**src/rtl/pipeline_ctrl.sv**
```systemverilog
// -----------------------------------------------------------------------------
// pipeline_ctrl
//   Central pipeline controller for the five-stage core.
//   - Merges per-stage stall requests into the 6-bit stall vector that holds
//     the PC register and the IF/ID, ID/EX, EX/MEM, MEM/WB pipeline registers.
//   - Sequences exception / ERET redirects: freeze the pipeline, wait for any
//     outstanding AXI-Lite fetch or data transaction to drain, then issue a
//     one-cycle flush together with the redirect PC.
//   - Counts cycles in which the PC is held (stall[0]=1).
//
// Ports
//   clk           core clock
//   rst           asynchronous, active-low reset
//   stallreq_if   IF AXI fetch outstanding
//   stallreq_id   ID load-use hazard
//   stallreq_ex   EX multi-cycle op busy
//   stallreq_mem  MEM AXI data access outstanding
//   exc_valid     MEM stage reports exception or ERET this cycle
//   exc_code      exception type (ERET_CODE selects cp0_epc as target)
//   cp0_epc       current EPC from CP0
//   stall         hold vector, bit0 PC ... bit5 WB (combinational)
//   flush         registered, clears all pipeline registers
//   new_pc        registered redirect target, valid while flush=1
//   stall_cnt     free-running count of cycles with stall[0]=1
// -----------------------------------------------------------------------------
module pipeline_ctrl #(
    parameter logic [31:0] EBASE     = 32'hBFC00380,
    parameter logic [4:0]  ERET_CODE = 5'h0E,
    parameter int          CNT_W     = 32
) (
    input  logic             clk,
    input  logic             rst,
    input  logic             stallreq_if,
    input  logic             stallreq_id,
    input  logic             stallreq_ex,
    input  logic             stallreq_mem,
    input  logic             exc_valid,
    input  logic [4:0]       exc_code,
    input  logic [31:0]      cp0_epc,
    output logic [5:0]       stall,
    output logic             flush,
    output logic [31:0]      new_pc,
    output logic [CNT_W-1:0] stall_cnt
);

    typedef enum logic [1:0] {
        ST_IDLE  = 2'd0,
        ST_DRAIN = 2'd1,
        ST_FLUSH = 2'd2
    } state_t;

    localparam logic [5:0]       STALL_ALL  = 6'b111111;
    localparam logic [5:0]       STALL_MEM  = 6'b011111;
    localparam logic [5:0]       STALL_EX   = 6'b001111;
    localparam logic [5:0]       STALL_ID   = 6'b000111;
    localparam logic [5:0]       STALL_IF   = 6'b000011;
    localparam logic [CNT_W-1:0] CNT_ONE    = {{(CNT_W-1){1'b0}}, 1'b1};

    state_t           r_state;
    state_t           w_next_state;
    logic [31:0]      r_target;
    logic [31:0]      r_new_pc;
    logic             r_flush;
    logic [CNT_W-1:0] r_stall_cnt;

    logic             w_busy;
    logic [31:0]      w_exc_target;
    logic [31:0]      w_flush_pc;

    // A redirect may only be issued once no AXI transaction is in flight,
    // otherwise a late response would land in the flushed pipeline.
    assign w_busy       = stallreq_if | stallreq_mem;
    assign w_exc_target = (exc_code == ERET_CODE) ? cp0_epc : EBASE;

    // -------------------------------------------------------------------------
    // Next state and stall vector
    // -------------------------------------------------------------------------
    always_comb begin
        // NOTE: every signal written here gets a default first, so no path
        // through the case statement can leave one unassigned and infer a latch.
        w_next_state = r_state;
        stall        = 6'b000000;
        w_flush_pc   = r_target;

        case (r_state)
            ST_IDLE: begin
                if (exc_valid) begin
                    stall        = STALL_ALL;
                    // Target bypasses the latch so the no-drain case can
                    // present new_pc on the very next cycle.
                    w_flush_pc   = w_exc_target;
                    w_next_state = w_busy ? ST_DRAIN : ST_FLUSH;
                end else if (stallreq_mem) begin
                    stall = STALL_MEM;
                end else if (stallreq_ex) begin
                    stall = STALL_EX;
                end else if (stallreq_id) begin
                    stall = STALL_ID;
                end else if (stallreq_if) begin
                    stall = STALL_IF;
                end
            end

            ST_DRAIN: begin
                // Later exceptions are ignored: the first one wins.
                stall = STALL_ALL;
                if (!w_busy) begin
                    w_next_state = ST_FLUSH;
                end
            end

            ST_FLUSH: begin
                // Pipeline is being cleared; every request this cycle is moot.
                w_next_state = ST_IDLE;
            end

            default: begin
                w_next_state = ST_IDLE;
            end
        endcase

        // stall is combinational, so it must also read zero while reset is
        // held, independent of whatever the stage requests are doing.
        if (!rst) begin
            stall = 6'b000000;
        end
    end

    // -------------------------------------------------------------------------
    // State register
    // -------------------------------------------------------------------------
    always_ff @(posedge clk or negedge rst) begin
        // NOTE: sequential state uses non-blocking assignments so all
        // registers update from the same pre-edge values.
        if (!rst) begin
            r_state <= ST_IDLE;
        end else begin
            r_state <= w_next_state;
        end
    end

    // -------------------------------------------------------------------------
    // Redirect target latch and registered flush / new_pc
    // -------------------------------------------------------------------------
    always_ff @(posedge clk or negedge rst) begin
        if (!rst) begin
            r_target <= 32'h0;
            r_flush  <= 1'b0;
            r_new_pc <= 32'h0;
        end else begin
            if (r_state == ST_IDLE && exc_valid) begin
                r_target <= w_exc_target;
            end
            r_flush <= (w_next_state == ST_FLUSH);
            // new_pc only changes when a flush is about to be presented and
            // keeps its last value otherwise.
            if (w_next_state == ST_FLUSH) begin
                r_new_pc <= w_flush_pc;
            end
        end
    end

    // -------------------------------------------------------------------------
    // Stall-cycle performance counter (wraps, no saturation)
    // -------------------------------------------------------------------------
    always_ff @(posedge clk or negedge rst) begin
        if (!rst) begin
            r_stall_cnt <= '0;
        end else if (stall[0]) begin
            r_stall_cnt <= r_stall_cnt + CNT_ONE;
        end
    end

    assign flush     = r_flush;
    assign new_pc    = r_new_pc;
    assign stall_cnt = r_stall_cnt;

endmodule

```
**config.mk**
```make
export PLATFORM = sky130hd
export DESIGN_NAME = pipeline_ctrl
export DESIGN_NICKNAME = d
export VERILOG_FILES = /design/src/rtl/pipeline_ctrl.sv
export SDC_FILE = /design/constraint.sdc
export NUM_CORES = 1
export LEC_CHECK = 0
export BUFFER_PORTS_ARGS = -buffer_cell sky130_fd_sc_hd__buf_2
export CELL_PAD_IN_SITES_DETAIL_PLACEMENT = 1
export CELL_PAD_IN_SITES_GLOBAL_PLACEMENT = 1
export CORE_ASPECT_RATIO = 1.75
export CORE_UTILIZATION = 41
export CTS_CLUSTER_SIZE = 24
export DETAILED_ROUTE_END_ITERATION = 12
export PLACE_DENSITY_LB_ADDON = 0.3
export SYNTH_ARGS = -nofsm -noshare
export SYNTH_HDL_FRONTEND = slang
export SYNTH_SLANG_ARGS = --single-unit
```
**constraint.sdc**
```tcl
create_clock -name clk -period 2.8 [get_ports clk]
set_clock_uncertainty 0.15 [all_clocks]
set_input_delay 0.42 -clock clk [delete_from_list [all_inputs] [get_ports clk]]
set_output_delay 0.42 -clock clk [all_outputs]
set_load 0.01 [all_outputs]
```
==> run_results.csv, run 1 <==
group,metric,value,unit
grt,grt_pass1_vias,3101,
clocking,clkSlewWorstSetupHoldPaths,0.06,ns
clocking,cts-buffers-inserted,9,
clocking,ctsRootBufferMaster,"clkbuf_16",
sta,setup_tns,0,ns
floorplan,fp.dieW,76.2,um
detailed_routing,wirelength,9490,um
clocking,cts_buffer_depth,2,
yosys,synth_top_cell_by_area,"dfrtp_1",
yosys,async_reset_ff_share,100,%
power,combPwrFrac,11.1,%
yosys,yosys_warnings,0,
critical_path,worst-r2r-setup-slack,0.58,ns
critical_path,r2r_start,"r_state[1]$_DFF_PN0_",
detailed_routing,drc_errors,0,
critical_path,end_kind,"primary output",
power,p_sw,0.786,mW
critical_path,worstSetupPathType,"primary input to primary output",
clocking,clkLatencyLatePin,0.34,ns
power,p_int,2.56,mW
layout,drive_gt1_share,42.8,%
grt,grt_max_degree,45,
detailed_routing,viasPerCell,5.24,
yosys,synth_common_cells,"dfrtp_1 (99), mux2_2 (23), a22o_1 (20)",
yosys,synth-seq-cells,99,
worst_hold_path,min_from,"cp0_epc[31]",
critical_path,r2r-end,"new_pc[10]$_DFFE_PN0N_",
power,leakage,2.50,nW
sta,maxSlewViolCount,0,
yosys,syn_area,3950,um^2
grt,grt_pass1_wl,15800,um
yosys,synth_edf_count,0,
critical_path,crit_fanout,17,
yosys,synth_ff_type,"dfrtp_1",
critical_path,ff2ff_path_depth,6,
detailed_routing,num_vias,2820,
power,irDropWorstVdd,0.000303,V
floorplan,core,9410,um^2
layout,syn_to_final_growth,28.0,%
layout,nNetsFinal,456,
yosys,syn_nets,332,
yosys,synth.distinct_cells,36,
run_status,status,"finished, final reports clean",
sta,max_freq,393,MHz
grt,grt_overflow_total,0,
critical_path,worstPathArrival,1.98,ns
clocking,cts.sinks,99,
sta,period_needed,2.55,ns
yosys,yosysSeqAreaShare,62.7,%
sta,worstMarginPinSlew,0.719,ns
critical_path,crit_path_start_kind,"primary input",
sta,finalHoldViolCount,0,
worst_hold_path,min_to,"r_target[31]$_DFFE_PN0P_",
worst_hold_path,min_path_type,"primary input to flip-flop",
yosys,synth_top_cells_by_area,"dfrtp_1 (63%), mux2_2 (6.6%), a22o_1 (4.4%)",
clocking,postCtsSetupBuffers,0,
grt,grt_use_total,20.2,%
sta,setup_viol,0,
sta,slew_headroom,51.8,%
power,pwr-share-clk,41.7,%
place,place_hpwl,6850,um
sta,min_period_over_period,91.0,%
detailed_routing,firstDrtPassIters,6,
floorplan,io_pins,115,
sta,rsz0062_at_grt,"no",
power,switching_share,23.5,%
clocking,cts_tree,"done",
clocking,h-tree-depth,3,
yosys,netlist_instances,287,
flow_run,maxCapViolCount,0,
power,p_per_area,662,nW/um^2
detailed_routing,detail-route-antenna-nets,0,
floorplan,die_h,132,um
layout,n_antenna_cell,0,
floorplan,die_area,10000,um^2
yosys,synth_top_area_share,62.7,%
power,pwr-share-seq,47.2,%
yosys,synth_area_per_cell,13.8,um^2
floorplan,rows,47,
detailed_routing,drt_iter0_markers,74,
critical_path,crit_required,2.23,ns
place,gp_congestion,0.782,
place,io_buffer_count,114,
floorplan,initial_core_util,42.0,%
worst_hold_path,holdPathStages,2,
grt,antenna_found_initial,0,
sta,holdWs,0.170,ns
yosys,yosys.cell_count.top_type,"dfrtp_1",
detailed_routing,post_drt_wl_per_cell,17.6,um
power groups by stage:
stage	clock network (mW)	registers, mW	logic [mW]
floorplan	0	1.62	0.163
finish	1.40	1.58	0.372
global placement	0	1.60	0.362
global route	1.48	1.59	0.414
CTS	1.44	1.58	0.382
detailed placement	0	1.61	0.372
worst max-delay path, cell delays in order:
cell,delay (ns)
dlygate4sd3_1,0.56
buf_4,0.26
nand2b_1,0.19
a31oi_2,0.34
buf_2,0.20
cells in the final DEF (no fill, tap or decap), types with 2 or more instances in the layout:
cell       count
mux2_2        23
clkbuf_16      9
nor3_1         5
nand3_1       13
clkinv_2       2
a22o_1        20
nor4_1         2
nand4_1        9
xnor2_1       19
mux2_4        10
inv_1          4
nand2_1        9
dfrtp_1       99
and2_1         2
nor2_1        16
xor2_1        12
buf_2        113
buf_4          9
and3_1         3
o22a_1        12
a21oi_1        2
nor3_2         2
bufinv_16      3
metal layers:
metal  routed length, um  part of all wire [%]  GRT usage (%)  up-vias
met5                   0                     0              0        -
met4                 223                   2.4           8.65        0
met3                 443                   4.7           4.57       18
met2                5220                    55           37.0       99
met1                3590                    38           22.2     1415
li1                    -                     -              -     1288
area by class of cell:
| type | count | area [um^2] |
|---|---|---|
| fill | 999 | 4350 |
| sequential | 99 | 2480 |
| multi-input combinational | 174 | 1430 |
| timing repair buffer | 123 | 643 |
| clock buffer | 11 | 243 |
| tap | 122 | 153 |
| clock inverter | 5 | 100 |
| inverter | 4 | 15.0 |
flip-flops by register name, summed over array words and instances, names as in the netlist:
register / count
flush: 1
r_target: 32
stall_cnt: 32
new_pc: 32
r_state: 2
timing repair:
action                                  4_1_cts  5_1_grt
endpoints found under the hold margin        13        0
resized for setup                             0        1
endpoints found under the setup margin        0        2
hold buffers                                  1        0
how the worst max path moves through the flow:
stage,end,cells after the start,startpoint
finish,stall[0],5,rst
global route,stall[0],5,rst
CTS,stall[0],5,rst
detailed placement,stall_cnt[21]$_DFFE_PN0P_,7,stallreq_if
global placement,new_pc[13]$_DFFE_PN0N_,6,r_state[1]$_DFF_PN0_
floorplan,new_pc[8]$_DFFE_PN0N_,6,r_state[1]$_DFF_PN0_
per-stage QoR:
stage / setup WS (ns) / cells / power, mW / cell area, um^2 / utilization [%]
floorplan: 0.839 / 287 / 1.78 / 3950 / -
global placement: 0.571 / 521 / 1.97 / 4700 / 49.9
detailed placement: 0.536 / 521 / 1.98 / 4700 / 49.9
CTS: 0.0979 / 538 / 3.40 / 5050 / 53.7
global route: 0.130 / 538 / 3.48 / 5060 / 53.8
finish: 0.252 / 538 / 3.35 / 5060 / 53.8
cell families (layout without fill, tap and decap cells):
group	Yosys count	in the layout	share of synthesized area, %
XOR/XNOR	31	31	6.87
multiplexers	33	33	10.4
flip-flops	99	99	62.7
AO/OA/AOI/OAI	38	38	8.20
AND/OR/NAND/NOR	71	71	9.85
buffers and inverters	14	143	1.68
adder cells (fa/ha/maj)	1	1	0.317
(Power assumes the default switching activity.)
==> inputs of run 2 (changes only) <==
- PLACE_DENSITY: not set -> 0.78
- PLACE_DENSITY_LB_ADDON: 0.3 -> not set
==> run 2 against run 1 <==
Combinational power about the same. Critical path depth unchanged. Power decreased by 2.2%. Largest cell class unchanged. Critical path type unchanged. Largest power group unchanged.
==> run_results.csv, run 2 (synthesis results as in run 1) <==
group,metric,value,unit
sta,slew_headroom,40.7,%
power,switching_share,23.9,%
layout,utilization,53.4,%
grt,antenna_found_initial,0,
grt,grt_use_total,20.8,%
clocking,clkSlewWorstSetupHoldPaths,0.06,ns
detailed_routing,wirelength,9710,um
place,place_hpwl,6980,um
grt,grt_pass1_vias,3181,
sta,rsz0062_at_grt,"no",
sta,maxSlewViolCount,0,
clocking,clkLatencyLatePin,0.33,ns
layout,n_antenna_cell,0,
floorplan,core,9410,um^2
sta,min_period_over_period,93.0,%
clocking,cts.sinks,99,
clocking,postCtsSetupBuffers,0,
floorplan,rows,47,
grt,grt_overflow_total,0,
critical_path,crit_required,2.23,ns
grt,grt_pass1_wl,16400,um
power,finalPower,3.28,mW
clocking,cts_tree,"done",
power,pwr-share-seq,48.2,%
layout,final_cell_mix,"buf_2 (113), dfrtp_1 (99), mux2_2 (23)",
sta,max_freq,384,MHz
power,pwr-share-clk,40.5,%
critical_path,critPathSlowestCell,"dlygate4sd3_1",
clocking,h-tree-depth,3,
power,leakage,2.48,nW
critical_path,worstPathArrival,2.03,ns
run_status,status,"finished, final reports clean",
layout,seq_area,2480,um^2
critical_path,crit_fanout,11,
layout,final_common_cell,"buf_2",
layout,nNetsFinal,455,
critical_path,worstSetupPathType,"primary input to primary output",
sta,setup_viol,0,
critical_path,cp_slowest_stage_delay,0.52,ns
power,irDropWorstVdd,0.000314,V
layout,fillers,1014,
detailed_routing,viasPerCell,5.27,
power,p_per_area,652,nW/um^2
floorplan,fp.dieW,76.2,um
power,combPwrFrac,11.3,%
floorplan,initial_core_util,42.0,%
floorplan,io_pins,115,
detailed_routing,drt_iter0_markers,74,
worst_hold_path,min_path_type,"primary input to flip-flop",
detailed_routing,firstDrtPassIters,6,
flow_run,maxCapViolCount,0,
place,gp_congestion,0.735,
clocking,cts_buffer_depth,2,
layout,multiInputGateArea,1420,um^2
floorplan,die_h,132,um
sta,worstMarginPinSlew,0.889,ns
sta,period_needed,2.60,ns
detailed_routing,post_drt_wl_per_cell,18.1,um
floorplan,die_area,10000,um^2
critical_path,crit_path_start_kind,"primary input",
clocking,cts-buffers-inserted,9,
place,io_buffer_count,114,
critical_path,critical_path.top_delay_family,"buffers and inverters",
sta,setup_tns,0,ns
grt,grt_max_degree,72,
sta,finalHoldViolCount,0,
detailed_routing,drc_errors,0,
detailed_routing,detail-route-antenna-nets,0,
detailed_routing,num_vias,2825,
layout,drive_gt1_share,42.5,%
power,p_int,2.49,mW
critical_path,end_kind,"primary output",
clocking,ctsRootBufferMaster,"clkbuf_16",
critical_path,worst-path-buf-inv,3,
critical_path,worstPathCellList,"dlygate4sd3_1 > buf_4 > nand2b_1 > a31oi_1 > buf_2",
layout,syn_to_final_growth,27.3,%
power,p_sw,0.782,mW
run 2: routing by layer:
layer / up-vias / global-route usage (%) / routed length [um] / part of all wire [%]
li1: 1275 / - / - / -
met1: 1452 / 23.4 / 3660 / 38
met2: 83 / 38.4 / 5510 / 57
met3: 15 / 3.74 / 385 / 4.0
met4: 0 / 7.91 / 157 / 1.6
met5: - / 0 / 0 / 0
run 2: worst reg2reg max path, stage by stage (launching register included):
cell	delay, ns
dfrtp_1	0.47
nand4_1	0.17
or2_0	0.35
nor3_1	0.58
nand4_1	0.20
xnor2_1	0.16
run 2: cell type report:
type / instances / share of cell area (%)
clock inverter: 4 / 1.47
multi-input combinational: 174 / 28.2
inverter: 4 / 0.299
clock buffer: 11 / 5.03
timing repair buffer: 122 / 12.6
sequential: 99 / 49.3
tap: 122 / 3.04
run 2: final timing paths:
kind	endpoint	slack (ns)	start	cells after the start
worst max-delay path	stall[1]	0.20	rst	5
worst min-delay path	r_target[31]$_DFFE_PN0P_	0.17	cp0_epc[31]	2
worst max register to register	stall_cnt[21]$_DFFE_PN0P_	0.60	stall_cnt[4]$_DFFE_PN0P_	5
worst min register to register	stall_cnt[31]$_DFFE_PN0P_	0.33	stall_cnt[31]$_DFFE_PN0P_	1
max in group asynchronous	r_target[5]$_DFFE_PN0P_	1.07	rst	3
min in group asynchronous	stall_cnt[6]$_DFFE_PN0P_	0.32	rst	2
run 2: power by group through the flow:
stage,logic (mW),registers [mW],clock network [mW]
detailed placement,0.371,1.61,0
global route,0.411,1.59,1.42
global placement,0.360,1.60,0
finish,0.371,1.58,1.33
CTS,0.380,1.58,1.37
floorplan,0.163,1.62,0
run 2: what timing repair did:
action                                 in CTS  in global routing
endpoints found under the hold margin       7                  0
resized for setup                           0                  0
hold buffers                                1                  0
run 2: metrics by stage:
step           instance area [um^2]  hold WS (ns)  instances  setup slack, ns
4_1_cts                        5030         0.158        536            0.193
3_5_place_dp                   4690         0.125        520            0.478
2_1_floorplan                  3950       -0.0256        287            0.839
3_3_place_gp                   4690         0.121        520            0.513
5_1_grt                        5030         0.175        536           0.0864
6_report                       5030         0.171        536            0.197
==> inputs of run 3 (changes only) <==
==> constraint.sdc (replaced) <==
create_clock -name clk -period 2.8 [get_ports clk]
set_clock_uncertainty 0.15 [all_clocks]
set_input_delay 0.14 -clock clk [delete_from_list [all_inputs] [get_ports clk]]
set_output_delay 0.14 -clock clk [all_outputs]
set_load 0.01 [all_outputs]
==> run 3 against run 2 <==
Combinational power increased by 12%. Sequential cell count unchanged. Clock power down 5%. Core utilization rose by 3.4 points. Fmax is 9.4% higher. Sequential power about the same. Sequential share of layout area is 3.0 points lower. Final cell count grew 6.5%. Worst hold slack worse by 0.12 ns. Via count increased by 4.1%.
==> run_results.csv, run 3 (synthesis results as in run 1) <==
group,metric,value,unit
flow_run,maxCapViolCount,0,
clocking,clkLatencyLatePin,0.34,ns
clocking,cts-buffers-inserted,9,
layout,nNetsFinal,489,
critical_path,end_kind,"primary output",
floorplan,fp.dieW,76.2,um
critical_path,crit_path_start_kind,"primary input",
critical_path,worstPathCellList,"dlygate4sd3_1 > buf_4 > buf_4 > nand2b_1 > a31oi_1 > buf_2",
place,io_buffer_count,114,
critical_path,worstSetupPathType,"primary input to primary output",
place,place_hpwl,6920,um
floorplan,die_area,10000,um^2
critical_path,critPathSlowestCell,"dlygate4sd3_1",
sta,slew_headroom,37.1,%
power,irDropWorstVdd,0.000368,V
floorplan,rows,47,
sta,setup_tns,0,ns
clocking,cts_tree,"done",
clocking,clkSlewWorstSetupHoldPaths,0.06,ns
sta,period_needed,2.38,ns
critical_path,worst-path-buf-inv,4,
clocking,h-tree-depth,3,
power,pwr-share-clk,39.0,%
power,switching_share,25.6,%
detailed_routing,drt_iter0_markers,82,
layout,final_cell_mix,"buf_2 (113), dfrtp_1 (99), dlygate4sd3_1 (35)",
power,p_int,2.42,mW
clocking,postCtsSetupBuffers,0,
grt,grt_pass1_vias,3264,
run_status,status,"finished, final reports clean",
grt,grt_use_total,21.6,%
grt,antenna_found_initial,0,
sta,max_freq,420,MHz
detailed_routing,detail-route-antenna-nets,0,
floorplan,core,9410,um^2
sta,worstMarginPinSlew,0.944,ns
critical_path,crit_fanout,26,
layout,stdcell_count,571,
grt,grt_overflow_total,0,
sta,setup_viol,0,
clocking,ctsRootBufferMaster,"clkbuf_16",
power,p_sw,0.832,mW
layout,n_antenna_cell,0,
critical_path,cp_slowest_stage_delay,0.57,ns
power,p_per_area,608,nW/um^2
clocking,cts_buffer_depth,2,
detailed_routing,firstDrtPassIters,4,
power,pwr-share-seq,48.2,%
power,leakage,2.61,nW
grt,grt_max_degree,76,
floorplan,initial_core_util,42.0,%
grt,grt_pass1_wl,16800,um
detailed_routing,wirelength,10100,um
clocking,cts_resized,0,
worst_hold_path,min_path_type,"primary input to flip-flop",
critical_path,crit_path_frequent_cell,"buf_4",
detailed_routing,drc_errors,0,
place,gp_congestion,0.767,
floorplan,die_h,132,um
detailed_routing,num_vias,2940,
power,combPwrFrac,12.8,%
critical_path,ff2ff_path_depth,5,
sta,rsz0062_at_grt,"no",
critical_path,crit_required,2.51,ns
place,dpl.cell_count,520,
detailed_routing,post_drt_wl_per_cell,17.7,um
floorplan,io_pins,115,
detailed_routing,viasPerCell,5.15,
layout,drive_gt1_share,39.4,%
critical_path,critical_path.top_delay_family,"buffers and inverters",
worst_hold_path,holdPathStages,3,
sta,min_period_over_period,85.0,%
layout,final_common_cell,"buf_2",
layout,syn_to_final_growth,35.5,%
critical_path,worstPathArrival,2.09,ns
sta,maxSlewViolCount,0,
layout,fillers,1000,
sta,finalHoldViolCount,0,
clocking,cts.sinks,99,
critical_path,cp_num_cells,6,
[run 3: per-layer routing]
layer | track usage [%] | part of all wire (%) | up-vias
li1 | - | - | 1341
met1 | 23.0 | 37 | 1495
met2 | 40.4 | 56 | 87
met3 | 4.91 | 4.4 | 17
met4 | 8.65 | 2.4 | 0
met5 | 0 | 0 | -
[run 3: final cells by class]
cell class                      instances  area, um^2  area share (%)
Sequential cell                        99        2480            46.3
Multi-Input combinational cell        174        1420            26.5
Inverter                                4        15.0           0.281
Timing Repair Buffer                  156         976            18.2
Clock inverter                          6        71.3            1.33
Clock buffer                           10         239            4.47
Tap cell                              122         153            2.85
[run 3: power groups by stage]
stage                     clock [mW]  combinational, mW  sequential, mW
after global placement             0              0.370            1.59
after global routing            1.35              0.457            1.58
after detailed placement           0              0.381            1.60
after floorplan                    0              0.163            1.62
final                           1.27              0.415            1.57
after CTS                       1.31              0.422            1.57
[run 3: final timing paths]
check | startpoint | end | slack, ns
setup / recovery | rst | stall[1] | 0.42
hold / removal | stallreq_mem | r_state[0]$_DFF_PN0_ | 0.06
setup reg to reg | r_state[1]$_DFF_PN0_ | new_pc[29]$_DFFE_PN0N_ | 0.69
hold reg to reg | stall_cnt[31]$_DFFE_PN0P_ | stall_cnt[31]$_DFFE_PN0P_ | 0.32
max in group asynchronous | rst | stall_cnt[25]$_DFFE_PN0P_ | 0.98
min in group asynchronous | rst | stall_cnt[2]$_DFFE_PN0P_ | 0.26
[run 3: metrics by stage]
stage                     utilization, %  setup slack (ns)  power (mW)  area [um^2]  hold WS, ns
final                               56.9             0.421        3.26         5350       0.0556
after global routing                56.9             0.242        3.39         5350       0.0740
after CTS                           56.9             0.404        3.30         5350       0.0456
after detailed placement            49.9             0.692        1.98         4690       0.0249
after global placement              49.9             0.729        1.96         4690       0.0149
after floorplan                        -             0.839        1.78         3950       -0.306
[run 3: worst register-to-register path, stage by stage (launching register included)]
cell and delay, ns:
dfrtp_1 0.45, nor2_1 0.17, nand2_1 0.11, or4_4 0.60
o22a_1 0.25, mux2_4 0.27
[run 3: what timing repair did]
action                                 CTS  global route
endpoints found under the hold margin   57             0
hold buffers                            35             0
setup endpoints to repair                0             0
